`src/rtl/ex_cdb_stage_if.sv`:
```
// EX_PACKET definition and the bundle of FU-side, CDB-side and broadcast signals
// that connect the execute units, the ex_cdb_stage and the CDB buffer.
package ex_cdb_pkg;
  localparam int BMASK_W = 4;

  typedef struct packed {
    logic               valid;
    logic [BMASK_W-1:0] branch_tag;
    logic [5:0]         dest_tag;
    logic [31:0]        result;
  } EX_PACKET;
endpackage

interface ex_cdb_stage_if;
  import ex_cdb_pkg::*;

  EX_PACKET           alu_in;
  EX_PACKET           mul_in;
  EX_PACKET           load_in;
  logic               cdb_valid;
  logic               cdb_squash_enable;
  logic [BMASK_W-1:0] cdb_branch_mask;
  EX_PACKET           alu_packet;
  EX_PACKET           mul_packet;
  EX_PACKET           load_packet;
  logic               alu_ready;
  logic               mul_ready;
  logic               load_ready;

  // master: the FU/CDB environment around the stage
  modport master (
    output alu_in, mul_in, load_in, cdb_valid, cdb_squash_enable, cdb_branch_mask,
    input  alu_packet, mul_packet, load_packet, alu_ready, mul_ready, load_ready
  );

  modport slave (
    input  alu_in, mul_in, load_in, cdb_valid, cdb_squash_enable, cdb_branch_mask,
    output alu_packet, mul_packet, load_packet, alu_ready, mul_ready, load_ready
  );
endinterface

```
`src/rtl/ex_cdb_stage.sv`:
```
// Skid stage between the ALU/MUL/LOAD units and the CDB: per-lane FIFOs, branch squash/resolve
// on everything held, and ALU/MUL arbitration. Define ROUND_ROBIN_ARB_EN for round-robin ALU/MUL.
module ex_cdb_stage
  import ex_cdb_pkg::*;
#(
  parameter int LANE_DEPTH   = 2,
  parameter int STARVE_LIMIT = 3
) (
  input logic           clock,
  input logic           reset,
  ex_cdb_stage_if.slave bus
);

  localparam int PTR_W     = $clog2(LANE_DEPTH);
  localparam int CNT_W     = PTR_W + 1;
  localparam int NLANES    = 3;
  localparam int LANE_ALU  = 0;
  localparam int LANE_MUL  = 1;
  localparam int LANE_LOAD = 2;

  EX_PACKET         mem_q   [NLANES][LANE_DEPTH];
  EX_PACKET         mem_d   [NLANES][LANE_DEPTH];
  logic [PTR_W-1:0] head_q  [NLANES];
  logic [PTR_W-1:0] head_d  [NLANES];
  logic [PTR_W-1:0] tail_q  [NLANES];
  logic [PTR_W-1:0] tail_d  [NLANES];
  logic [CNT_W-1:0] count_q [NLANES];
  logic [CNT_W-1:0] count_d [NLANES];

  EX_PACKET          rawIn   [NLANES];
  EX_PACKET          inPkt   [NLANES];
  EX_PACKET          headPkt [NLANES];
  logic [NLANES-1:0] ready;
  logic [NLANES-1:0] occupied;
  logic [NLANES-1:0] live;
  logic [NLANES-1:0] push;
  logic [NLANES-1:0] pop;
  logic [NLANES-1:0] present;
  logic              squashNow;
  logic              resolveNow;
  logic              aluWins;
  logic              mulWins;

`ifdef ROUND_ROBIN_ARB_EN
  logic lastMul_q, lastMul_d;
`else
  localparam int STARVE_W = $clog2(STARVE_LIMIT + 1);
  logic [STARVE_W-1:0] starve_q, starve_d;
`endif

  // One broadcast rule for stored entries, the presented head and incoming packets alike.
  function automatic EX_PACKET applyBcast(input EX_PACKET p, input logic sq, input logic rs,
                                          input logic [BMASK_W-1:0] mask);
    EX_PACKET r;
    r = p;
    if (sq && ((p.branch_tag & mask) != '0)) r.valid = 1'b0;
    if (rs) r.branch_tag = p.branch_tag & ~mask;
    return r;
  endfunction

  always_comb begin
    squashNow  = bus.cdb_valid & bus.cdb_squash_enable;
    resolveNow = bus.cdb_valid & ~bus.cdb_squash_enable;
    rawIn[LANE_ALU]  = bus.alu_in;
    rawIn[LANE_MUL]  = bus.mul_in;
    rawIn[LANE_LOAD] = bus.load_in;

    for (int l = 0; l < NLANES; l++) begin
      ready[l]    = count_q[l] < CNT_W'(LANE_DEPTH);
      inPkt[l]    = applyBcast(rawIn[l], squashNow, resolveNow, bus.cdb_branch_mask);
      push[l]     = inPkt[l].valid & ready[l];
      headPkt[l]  = applyBcast(mem_q[l][head_q[l]], squashNow, resolveNow, bus.cdb_branch_mask);
      occupied[l] = count_q[l] != '0;
      live[l]     = occupied[l] & headPkt[l].valid;
    end

`ifdef ROUND_ROBIN_ARB_EN
    if (live[LANE_ALU] && live[LANE_MUL]) mulWins = ~lastMul_q;
    else                                  mulWins = live[LANE_MUL];
    aluWins   = live[LANE_ALU] & ~mulWins;
    lastMul_d = lastMul_q;
    if (aluWins)      lastMul_d = 1'b0;
    else if (mulWins) lastMul_d = 1'b1;
`else
    // MUL only overrides ALU once it has lost STARVE_LIMIT contests in a row.
    mulWins  = live[LANE_MUL] & (~live[LANE_ALU] | (starve_q == STARVE_W'(STARVE_LIMIT)));
    aluWins  = live[LANE_ALU] & ~mulWins;
    starve_d = starve_q;
    if (mulWins || !live[LANE_MUL])               starve_d = '0;
    else if (starve_q != STARVE_W'(STARVE_LIMIT)) starve_d = starve_q + STARVE_W'(1);
`endif

    present[LANE_ALU]  = aluWins;
    present[LANE_MUL]  = mulWins;
    present[LANE_LOAD] = live[LANE_LOAD];

    // A dead head leaves silently; a live head leaves only when it is presented.
    for (int l = 0; l < NLANES; l++) begin
      pop[l] = occupied[l] & (~headPkt[l].valid | present[l]);
      for (int s = 0; s < LANE_DEPTH; s++) begin
        mem_d[l][s] = applyBcast(mem_q[l][s], squashNow, resolveNow, bus.cdb_branch_mask);
      end
      if (push[l]) mem_d[l][tail_q[l]] = inPkt[l];
      head_d[l]  = head_q[l] + PTR_W'(pop[l]);
      tail_d[l]  = tail_q[l] + PTR_W'(push[l]);
      count_d[l] = count_q[l] + CNT_W'(push[l]) - CNT_W'(pop[l]);
    end

    bus.alu_packet  = present[LANE_ALU]  ? headPkt[LANE_ALU]  : '0;
    bus.mul_packet  = present[LANE_MUL]  ? headPkt[LANE_MUL]  : '0;
    bus.load_packet = present[LANE_LOAD] ? headPkt[LANE_LOAD] : '0;
    bus.alu_ready   = ready[LANE_ALU];
    bus.mul_ready   = ready[LANE_MUL];
    bus.load_ready  = ready[LANE_LOAD];
  end

  always_ff @(posedge clock or posedge reset) begin
    if (reset) begin
      for (int l = 0; l < NLANES; l++) begin
        for (int s = 0; s < LANE_DEPTH; s++) mem_q[l][s] <= '0;
        head_q[l]  <= '0;
        tail_q[l]  <= '0;
        count_q[l] <= '0;
      end
`ifdef ROUND_ROBIN_ARB_EN
      lastMul_q <= 1'b1;
`else
      starve_q  <= '0;
`endif
    end else begin
      for (int l = 0; l < NLANES; l++) begin
        for (int s = 0; s < LANE_DEPTH; s++) mem_q[l][s] <= mem_d[l][s];
        head_q[l]  <= head_d[l];
        tail_q[l]  <= tail_d[l];
        count_q[l] <= count_d[l];
      end
`ifdef ROUND_ROBIN_ARB_EN
      lastMul_q <= lastMul_d;
`else
      starve_q  <= starve_d;
`endif
    end
  end

endmodule

```
`src/flat_wrapper.sv`:
```
// flat-port wrapper written by rule: the top's interface ports become plain ports
module ex_cdb_stage_flat import ex_cdb_pkg::*;
#(
  parameter int LANE_DEPTH   = 2,
  parameter int STARVE_LIMIT = 3
)
  (clock, reset, bus_alu_in, bus_mul_in, bus_load_in, bus_cdb_valid, bus_cdb_squash_enable, bus_cdb_branch_mask, bus_alu_packet, bus_mul_packet, bus_load_packet, bus_alu_ready, bus_mul_ready, bus_load_ready);
  ex_cdb_stage_if bus_i ();
  input logic clock;
  input logic reset;
  input wire logic [$bits(bus_i.alu_in)-1:0] bus_alu_in;
  input wire logic [$bits(bus_i.mul_in)-1:0] bus_mul_in;
  input wire logic [$bits(bus_i.load_in)-1:0] bus_load_in;
  input wire logic [$bits(bus_i.cdb_valid)-1:0] bus_cdb_valid;
  input wire logic [$bits(bus_i.cdb_squash_enable)-1:0] bus_cdb_squash_enable;
  input wire logic [$bits(bus_i.cdb_branch_mask)-1:0] bus_cdb_branch_mask;
  output wire logic [$bits(bus_i.alu_packet)-1:0] bus_alu_packet;
  output wire logic [$bits(bus_i.mul_packet)-1:0] bus_mul_packet;
  output wire logic [$bits(bus_i.load_packet)-1:0] bus_load_packet;
  output wire logic [$bits(bus_i.alu_ready)-1:0] bus_alu_ready;
  output wire logic [$bits(bus_i.mul_ready)-1:0] bus_mul_ready;
  output wire logic [$bits(bus_i.load_ready)-1:0] bus_load_ready;
  assign bus_i.alu_in = bus_alu_in;
  assign bus_i.mul_in = bus_mul_in;
  assign bus_i.load_in = bus_load_in;
  assign bus_i.cdb_valid = bus_cdb_valid;
  assign bus_i.cdb_squash_enable = bus_cdb_squash_enable;
  assign bus_i.cdb_branch_mask = bus_cdb_branch_mask;
  assign bus_alu_packet = bus_i.alu_packet;
  assign bus_mul_packet = bus_i.mul_packet;
  assign bus_load_packet = bus_i.load_packet;
  assign bus_alu_ready = bus_i.alu_ready;
  assign bus_mul_ready = bus_i.mul_ready;
  assign bus_load_ready = bus_i.load_ready;
  ex_cdb_stage #(.LANE_DEPTH(LANE_DEPTH), .STARVE_LIMIT(STARVE_LIMIT)) u_core (.clock(clock), .reset(reset), .bus(bus_i));
endmodule
```
`config.mk`:
```
export PLATFORM = sky130hd
export DESIGN_NAME = ex_cdb_stage_flat
export DESIGN_NICKNAME = d
export VERILOG_FILES = /design/src/rtl/ex_cdb_stage_if.sv /design/src/rtl/ex_cdb_stage.sv /design/src/flat_wrapper.sv
export SDC_FILE = /design/constraint.sdc
export NUM_CORES = 1
export LEC_CHECK = 0
export ABC_AREA = 1
export ABC_CLOCK_PERIOD_IN_PS = 23000
export CORE_ASPECT_RATIO = 2
export CORE_MARGIN = 5
export CORE_UTILIZATION = 40
export CTS_BUF_LIST = sky130_fd_sc_hd__clkbuf_8
export CTS_CLUSTER_DIAMETER = 80
export DETAILED_ROUTE_END_ITERATION = 8
export SKIP_LAST_GASP = 1
export SLEW_MARGIN = 40
export SYNTH_ARGS = -nofsm -noshare
export SYNTH_HDL_FRONTEND = slang
export SYNTH_SLANG_ARGS = --single-unit
```
`constraint.sdc`:
```
create_clock -name clock -period 23 [get_ports clock]
set_input_delay 3.45 -clock clock [delete_from_list [all_inputs] [get_ports clock]]
set_output_delay 3.45 -clock clock [all_outputs]
set_load 0.02 [all_outputs]
```
# [After elaboration in Yosys (flattened, before gate mapping)]
# Index checks and enable logic that the tools add are counted.
[totals] register_bits=272 inputBits=137 out_inout_bits=132 wordCells=198
[op_classes] n_addsub=13 magnitude_cmp=12 n_eq_ne=2 muxes=50 bitwise_logic=54 n_reduce_logical=33
[op_table] cell="43-bit 2-to-1 mux" n=15
[op_table] cell="86-bit bitwise mux" n=3
[op_table] cell="86-bit 2-to-1 mux" n=3
[op_table] cell="43-bit demux with 1-bit select" n=3
[op_table] cell="4-bit bitwise AND" n=24
[op_table] cell="4-bit 2-to-1 mux" n=12
[op_table] cell="4-bit nonzero test" n=12
[op_table] cell="1-bit logical AND" n=15
[op_table] cell="1-bit bitwise AND" n=13
[op_table] cell="2-bit greater-or-equal comparator, second input constant" n=6
[op_table] cell="1-bit 2-to-1 mux" n=12
[op_table] cell="1-bit NOT with 2-bit output" n=6
[op_table] cell="2-bit nonzero test" n=4
[op_table] cell="1-bit adder" n=6
[op_table] cell="2-bit by 1-bit adder with 2-bit output" n=3
[op_table] cell="2-bit by 1-bit < comparator with 1-bit output, second input constant" n=3
[op_table] cell="2-bit < comparator, second input constant" n=3
[op_table] cell="1-bit NOT" n=6
[op_table] cell="2-bit by 1-bit subtractor with 2-bit output" n=3
[op_table] cell="2-bit 2-to-1 mux" n=2
[op_table] cell="4-bit NOT" n=1
[op_table] cell="1-bit bitwise OR" n=4
[op_table] cell="2-bit by 1-bit adder with 2-bit output, second input constant" n=1
[op_table] cell="2-bit == test, second input constant" n=1
[op_table] cell="other kinds (3)" n=3

# [Longest topological paths before layout]
[logic_depth] word_depth=17 mapped_depth=16 ltp_nobuf=15

# [Least setup slack after synthesis]
# No wires, ideal clock.
[synth_timing] path_kind="input -> output" start="input bus_cdb_valid" end="output bus_load_packet[10]" t_arrival_ns=4.702 t_required_ns=19.550 slack_ns=14.848 path_stages=8 cell_sequence="nand2_1 -> inv_1 -> buf_2 -> and2_1 -> nor3_4 -> inv_2 -> buf_2 -> nor2_1"
[synth_via] elab_chain_cells=5
[synth_rtl] element="start, declared" line_no="flat_wrapper.sv:14" text="input wire logic [$bits(bus_i.cdb_valid)-1:0] bus_cdb_valid;"
[synth_rtl] element="1-bit bitwise AND" line_no="ex_cdb_stage.sv:62" text="squashNow = bus.cdb_valid & bus.cdb_squash_enable;"
[synth_rtl] element="1-bit logical AND" line_no="ex_cdb_stage.sv:56" text="if (sq && ((p.branch_tag & mask) != '0)) r.valid = 1'b0;"
[synth_rtl] element="1-bit 2-to-1 mux" line_no="ex_cdb_stage.sv:56"
[synth_rtl] element="1-bit bitwise AND" line_no="ex_cdb_stage.sv:74" text="live[l] = occupied[l] & headPkt[l].valid;"
[synth_rtl] element="43-bit 2-to-1 mux" line_no="ex_cdb_stage.sv:111" text="bus.load_packet = present[LANE_LOAD] ? headPkt[LANE_LOAD] : '0;"
[synth_rtl] element="end, declared" line_no="flat_wrapper.sv:19" text="output wire logic [$bits(bus_i.load_packet)-1:0] bus_load_packet;"
# Every way passes these cells.

# [Worst setup path in the final report]
[layout_timing] start="input bus_cdb_valid" end="output bus_alu_packet[33]"
[layout_via] elab_chain_cells=10 elab_cells_between_ends=13
[layout_rtl] element="1-bit bitwise AND (*)" line_no="ex_cdb_stage.sv:62"
[layout_rtl] element="1-bit logical AND" line_no="ex_cdb_stage.sv:56"
[layout_rtl] element="1-bit 2-to-1 mux" line_no="ex_cdb_stage.sv:56"
[layout_rtl] element="1-bit bitwise AND" line_no="ex_cdb_stage.sv:74"
[layout_rtl] element="1-bit NOT" line_no="ex_cdb_stage.sv:86" text="mulWins = live[LANE_MUL] & (~live[LANE_ALU] | (starve_q == STARVE_W'(STARVE_LIMIT)));"
[layout_rtl] element="1-bit bitwise OR" line_no="ex_cdb_stage.sv:86"
[layout_rtl] element="1-bit bitwise AND" line_no="ex_cdb_stage.sv:86"
[layout_rtl] element="1-bit NOT" line_no="ex_cdb_stage.sv:87" text="aluWins = live[LANE_ALU] & ~mulWins;"
[layout_rtl] element="1-bit bitwise AND (*)" line_no="ex_cdb_stage.sv:87"
[layout_rtl] element="43-bit 2-to-1 mux (*)" line_no="ex_cdb_stage.sv:109" text="bus.alu_packet = present[LANE_ALU] ? headPkt[LANE_ALU] : '0;"
[layout_rtl] element="end, declared" line_no="flat_wrapper.sv:17" text="output wire logic [$bits(bus_i.alu_packet)-1:0] bus_alu_packet;"
# Mark *: on every way between the ends. The rest lies on a longest branch, timed or not.

==> run_results.csv <==
group,metric,value,unit
outcome,status,"finished, final reports clean",
timing,final_max_slew_viol_count,0,
logic_synthesis,synthXorXnorAreaFrac,0.00330,
logic_synthesis,synthFlopType,"dfrtp_1",
clock_tree,cts_setup_buffers,0,
clock_tree,clk_pin_slew_worst_paths,0.06,ns
clock_tree,ctsResizeCount,0,
timing,fmax,99.4,MHz
clock_tree,cts_max_level,2,
timing,fin_hold_ws,0.445,ns
logic_synthesis,syn-mean-instance-area,9.06,um^2
timing,rsz0062_at_grt,"false",
timing,min_period,10.06,ns
logic_synthesis,synthesis.area,13300,um^2
setup_path,critPathKind,"input pin to primary output",
logic_synthesis,ys_ff_latch,272,
logic_synthesis,synth_edf_count,0,
clock_tree,cts_tree,"built",
floorplanning,io_pins,269,
timing,setup_violations,0,
grt,grt_remaining_overflow,0,
logic_synthesis,synthAdderAreaFrac,0.0104,
logic_synthesis,synth_top_area_frac,0.513,
timing,relSlewSlack,0.478,
clock_tree,clock_path_buffers,3,
detailed_routing,drc,0,
logic_synthesis,ys_top_cells_by_count,"nand2_1, dfrtp_1, o21ai_0",
grt,antenna_found_initial,5,
logic_synthesis,yosysSeqAreaShare,0.513,
detailed_routing,vias,10600,
power_and_ir_drop,p_leak,7.47,nW
clock_tree,cts_inserted_buffers,42,
detailed_routing,drt_iter0_markers,331,
detailed_routing,drt-vias-per-instance,4.92,
setup_path,crit_arrival,6.61,ns
logic_synthesis,yosys.area_share.simple,0.175,
clock_tree,ctsRootBufferMaster,"clkbuf_8",
hold_path,hold_class,"register to register",
floorplanning,start_util,0.404,
setup_path,critPathMaxFanout,44,
logic_synthesis,syn_nets,1611,
floorplanning,die_x,139,um
logic_synthesis,synthTopCellsByArea,"dfrtp_1, mux2_2, o21ai_0",
setup_path,reg2reg_from,"u_core.head_q[1]$_DFF_PP0_",
grt,grt_pass1_wl,57500,um
clock_tree,ctsHoldBuffers,0,
setup_path,reg2reg_slack,20.05,ns
setup_path,required,19.55,ns
place,portBuffers,268,
setup_path,crit_path_start_kind,"input pin",
clock_tree,cts.sinks,272,
finish,layout-drive-gt1-share,0.147,
timing,tns,0,ns
floorplanning,die_area,37100,um^2
finish,fin_util,0.519,
logic_synthesis,synth_most_common_cell,"nand2_1",
place,place.gp.congestion,0.851,
finish,area_growth,28.5,%
setup_path,ff2ff_path_depth,15,
setup_path,crit_end,"bus_alu_packet[33]",
floorplanning,fp.dieH,267,um
power_and_ir_drop,cellPowerDensity,149,nW/um^2
setup_path,crit_start,"bus_cdb_valid",
flow_run,drv_cap,0,
grt,grt_start_max_net_pins,133,
floorplanning,core-area,32800,um^2
timing,hold_viol,0,
logic_synthesis,yosysWarnings,0,
detailed_routing,wl_per_cell,16.6,um
place,dp.cells,2084,
detailed_routing,antenna_left,0,
timing,skew,0.0292,ns
setup_path,r2r-end,"u_core.count_q[5]$_DFF_PP0_",
logic_synthesis,synth-compound-area-share,0.117,
place,hpwl,25100,um
logic_synthesis,ys_types,36,
detailed_routing,routed_wl,35900,um
finish,nets,1844,
logic_synthesis,synth_mux_area_frac,0.0976,
detailed_routing,drt-pass1-iter-count,5,
logic_synthesis,syn_inst,1463,
power_and_ir_drop,ir_drop,84.3,uV
setup_path,cp-end-kind,"primary output",
logic_synthesis,synth_top_family_by_area,"simple AND/OR/NAND/NOR gates",
timing,period_share,0.437,
clock_tree,clkLatencyLatePin,0.57,ns
grt,track_usage,0.191,
logic_synthesis,async_flop_share,1.00,
finish,fin_cells,2159,
floorplanning,num_rows,94,
grt,grt_pass1_vias,10800,
logic_synthesis,synth_top_area_cell,"dfrtp_1",
timing,tightest_slew,0.782,ns
metrics by stage:
| step | instance area, um^2 | power [mW] | setup WS [ns] |
|---|---|---|---|
| 6_report | 17000 | 2.53 | 12.94 |
| 5_1_grt | 17000 | 2.73 | 12.72 |
| 4_1_cts | 17000 | 2.58 | 12.89 |
| 3_5_place_dp | 16200 | 2.15 | 12.90 |
| 3_3_place_gp | 16100 | 2.11 | 12.99 |
| 2_1_floorplan | 13300 | 1.71 | 12.05 |
cell families (layout without fill, tap and decap cells):
| logic type | Yosys count | after routing |
|---|---|---|
| simple gates | 501 | 501 |
| compound gates | 293 | 293 |
| fa+ha+maj | 11 | 11 |
| xor+xnor | 5 | 5 |
| buf+inv | 266 | 525 |
| flops | 272 | 272 |
| mux | 115 | 115 |
| other cells | 0 | 5 |
power by group:
part           switching (mW)  leakage [nW]  internal [mW]  total [mW]
combinational           0.776          3.70          0.534        1.31
sequential             0.0934          3.30          0.715       0.809
clock                   0.188         0.475          0.226       0.414
cell type report:
cell class | instances | area, um^2
multi-input combinational | 925 | 5390
antenna | 5 | 12.5
timing repair buffer | 277 | 2760
fill | 3081 | 15800
inverter | 178 | 682
sequential | 272 | 6810
tap | 432 | 541
clock buffer | 52 | 716
clock inverter | 18 | 134
placed cells by master (no fill, tap or decap), drive strengths merged, types with 3 or more instances in the layout:
cell type and n:
o31ai 12, clkbuf 52, o211ai 12, nor2 180, nand2 283, dfrtp 272, nand3 30, o21ai 220
ha 11, mux2 114, inv 190, a21oi 38, nand4 5, o22ai 9, xnor2 3, clkdlybuf4s50 268
buf 9, diode 5
layer usage:
layer,vias up,track usage,routed length [um]
met4,0,0.0858,1380
met5,-,0,0
li1,5141,-,-
met3,80,0.0375,1720
met1,5110,0.208,12900
met2,291,0.357,19900
worst max-delay path, stage by stage:
cell	delay, ns
clkdlybuf4s50_1	0.47
nand2_1	0.07
inv_1	0.30
o21ai_1	0.16
nand2_1	0.15
nor2_4	0.06
nand2_4	0.42
nand2_8	0.50
nor2_1	0.26
clkdlybuf4s50_1	0.65
worst min path at each step:
stage | start | end | cells after the start | slack [ns]
after floorplan | u_core.starve_q[0]$_DFFE_PP0P_ | u_core.starve_q[0]$_DFFE_PP0P_ | 1 | 0.41
after global placement | u_core.starve_q[0]$_DFFE_PP0P_ | u_core.starve_q[0]$_DFFE_PP0P_ | 1 | 0.42
after detailed placement | u_core.starve_q[0]$_DFFE_PP0P_ | u_core.starve_q[0]$_DFFE_PP0P_ | 1 | 0.43
after CTS | u_core.starve_q[0]$_DFFE_PP0P_ | u_core.starve_q[0]$_DFFE_PP0P_ | 1 | 0.46
after global routing | u_core.starve_q[0]$_DFFE_PP0P_ | u_core.starve_q[0]$_DFFE_PP0P_ | 1 | 0.48
final | u_core.starve_q[0]$_DFFE_PP0P_ | u_core.starve_q[0]$_DFFE_PP0P_ | 1 | 0.45
Power figures use the tool's default switching activity.
==> patch: new RTL, config.mk and constraints unchanged <==
`STARVE_LIMIT` is set to 3 in 2 places; all go to 5.
--- a/src/rtl/ex_cdb_stage.sv
+++ b/src/rtl/ex_cdb_stage.sv
@@ -4,7 +4,7 @@
   import ex_cdb_pkg::*;
 #(
   parameter int LANE_DEPTH   = 2,
-  parameter int STARVE_LIMIT = 3
+  parameter int STARVE_LIMIT = 5
 ) (
   input logic           clock,
   input logic           reset,
--- a/src/flat_wrapper.sv
+++ b/src/flat_wrapper.sv
@@ -2,7 +2,7 @@
 module ex_cdb_stage_flat import ex_cdb_pkg::*;
 #(
   parameter int LANE_DEPTH   = 2,
-  parameter int STARVE_LIMIT = 3
+  parameter int STARVE_LIMIT = 5
 )
   (clock, reset, bus_alu_in, bus_mul_in, bus_load_in, bus_cdb_valid, bus_cdb_squash_enable, bus_cdb_branch_mask, bus_alu_packet, bus_mul_packet, bus_load_packet, bus_alu_ready, bus_mul_ready, bus_load_ready);
   ex_cdb_stage_if bus_i ();
Behaviour: same outputs for any inputs over 4 cycles, from zero or initial values and one cycle with reset high; that may be too few to reach the edited logic, so the function may still have changed.
==> patch against the original RTL <==
  * Synthesized area is 0.67% higher
  * Highest routed layer unchanged
  * Via count about the same
  * Wire length down 0.44%
  * Sequential share of layout area about the same
  * Synthesized cell count rose by 0.27%
  * Power up 0.17%
  * Setup slack better by 0.065 ns
  * Count of clock-buffer cells in the layout increased by 2
  * Sequential cell count grew 1
  * First-iteration DRC count increased by 64%
  * Design area up 0.47%
  * Cell count increased by 0.32%
  * Register-to-register slack gained 0.23 ns
==> patch: results (changes against the original RTL) <==
| Item | Reported | Unit | Change |
|:---|:---|:---|:---|
| Outcome | finished clean | - |  |
| Ant diodes | 4 | - | -1 |
| Instance area at placement | 0.0162 | sq mm | +0.48% |
| Clock Network Area Fraction | 0.0504 | - | +0.000571 |
| GRT Util Overall | 0.190 | - | -0.00145 |
| Fin util | 0.520 | - | +0.000577 |
| Worst setup path start | bus_cdb_squash_enable | - |  |
| Final layout net count | 1848 | - | +0.22% |
| Dpl hpwl | 25300 | um | +0.80% |
| Share of synthesized area occupied by flip-flops and latches | 0.512 | - | -0.00154 |
| Timing endpoint of the critical path | bus_alu_packet[40] | - |  |
| Worst min-delay path startpoint | u_core.mem_q[171] | - |  |
| Global-route wire length before repair | 57600 | um | about the same |
| Setup slack of the most critical reg-to-reg path | 20.28 | ns | +0.23 ns |
| Pleak | 7.51 | nW | +0.46% |
| Post-Route Skew | 0.0154 | ns | -0.0138 ns |
| Syn_nets | 1616 | - | +0.31% |
| Hold_ws | 0.474 | ns | +0.0291 ns |
| Fillers | 3107 | - | +0.84% |
| Via density per instance | 4.90 | - | -0.35% |
| R2r worst-path depth | 13 | - | -2 |
| Actual slew at the worst max-slew pin | 0.804 | ns | +0.0214 ns |
| Sequential group share of total power | 0.320 | - | about the same |
| Multi-input gate count | 929 | - | +0.43% |
| Pin count of the biggest net entering global routing | 130 | - | -2.3% |
| Mean instance size in the synthesized netlist | 9.10 | sq um | +0.40% |
| Drt wl/cell | 16.5 | um | -0.77% |
| Top cells by area in the synthesized netlist | sky130_fd_sc_hd__dfrtp_1 (51%), sky130_fd_sc_hd__mux2_2 (9.6%), sky130_fd_sc_hd__o21ai_0 (8.1%) | - |  |
| Sequential cells | 273 | - | +0.37% |
| F_max | 100 | MHz | +0.65% |
[patch: kinds of logic after synthesis]
| group | after synthesis | synth area share |
|---|---|---|
| AOI/OAI and AO/OA | 293 | 0.117 |
| xor gates and xnor gates | 6 | 0.00394 |
| adders and majority gates | 12 | 0.0112 |
| buffers and inverters | 265 | 0.0836 |
| DFF | 273 | 0.512 |
| muxes | 115 | 0.0969 |
| and+or+nand+nor | 503 | 0.176 |
[patch: critical path: cells and delay by family]
family | cells | cell delay [ns]
compound gates | 1 | 0.14
simple gates | 6 | 1.50
buf+inv | 3 | 1.42
[patch: per-layer routing]
| layer | vias to the layer above | routed length [um] | track usage |
|---|---|---|---|
| met3 | 78 | 1850 | 0.0386 |
| met2 | 311 | 19300 | 0.353 |
| met1 | 5067 | 13400 | 0.210 |
| met5 | - | 0 | 0 |
| li1 | 5163 | - | - |
| met4 | 0 | 1230 | 0.0765 |
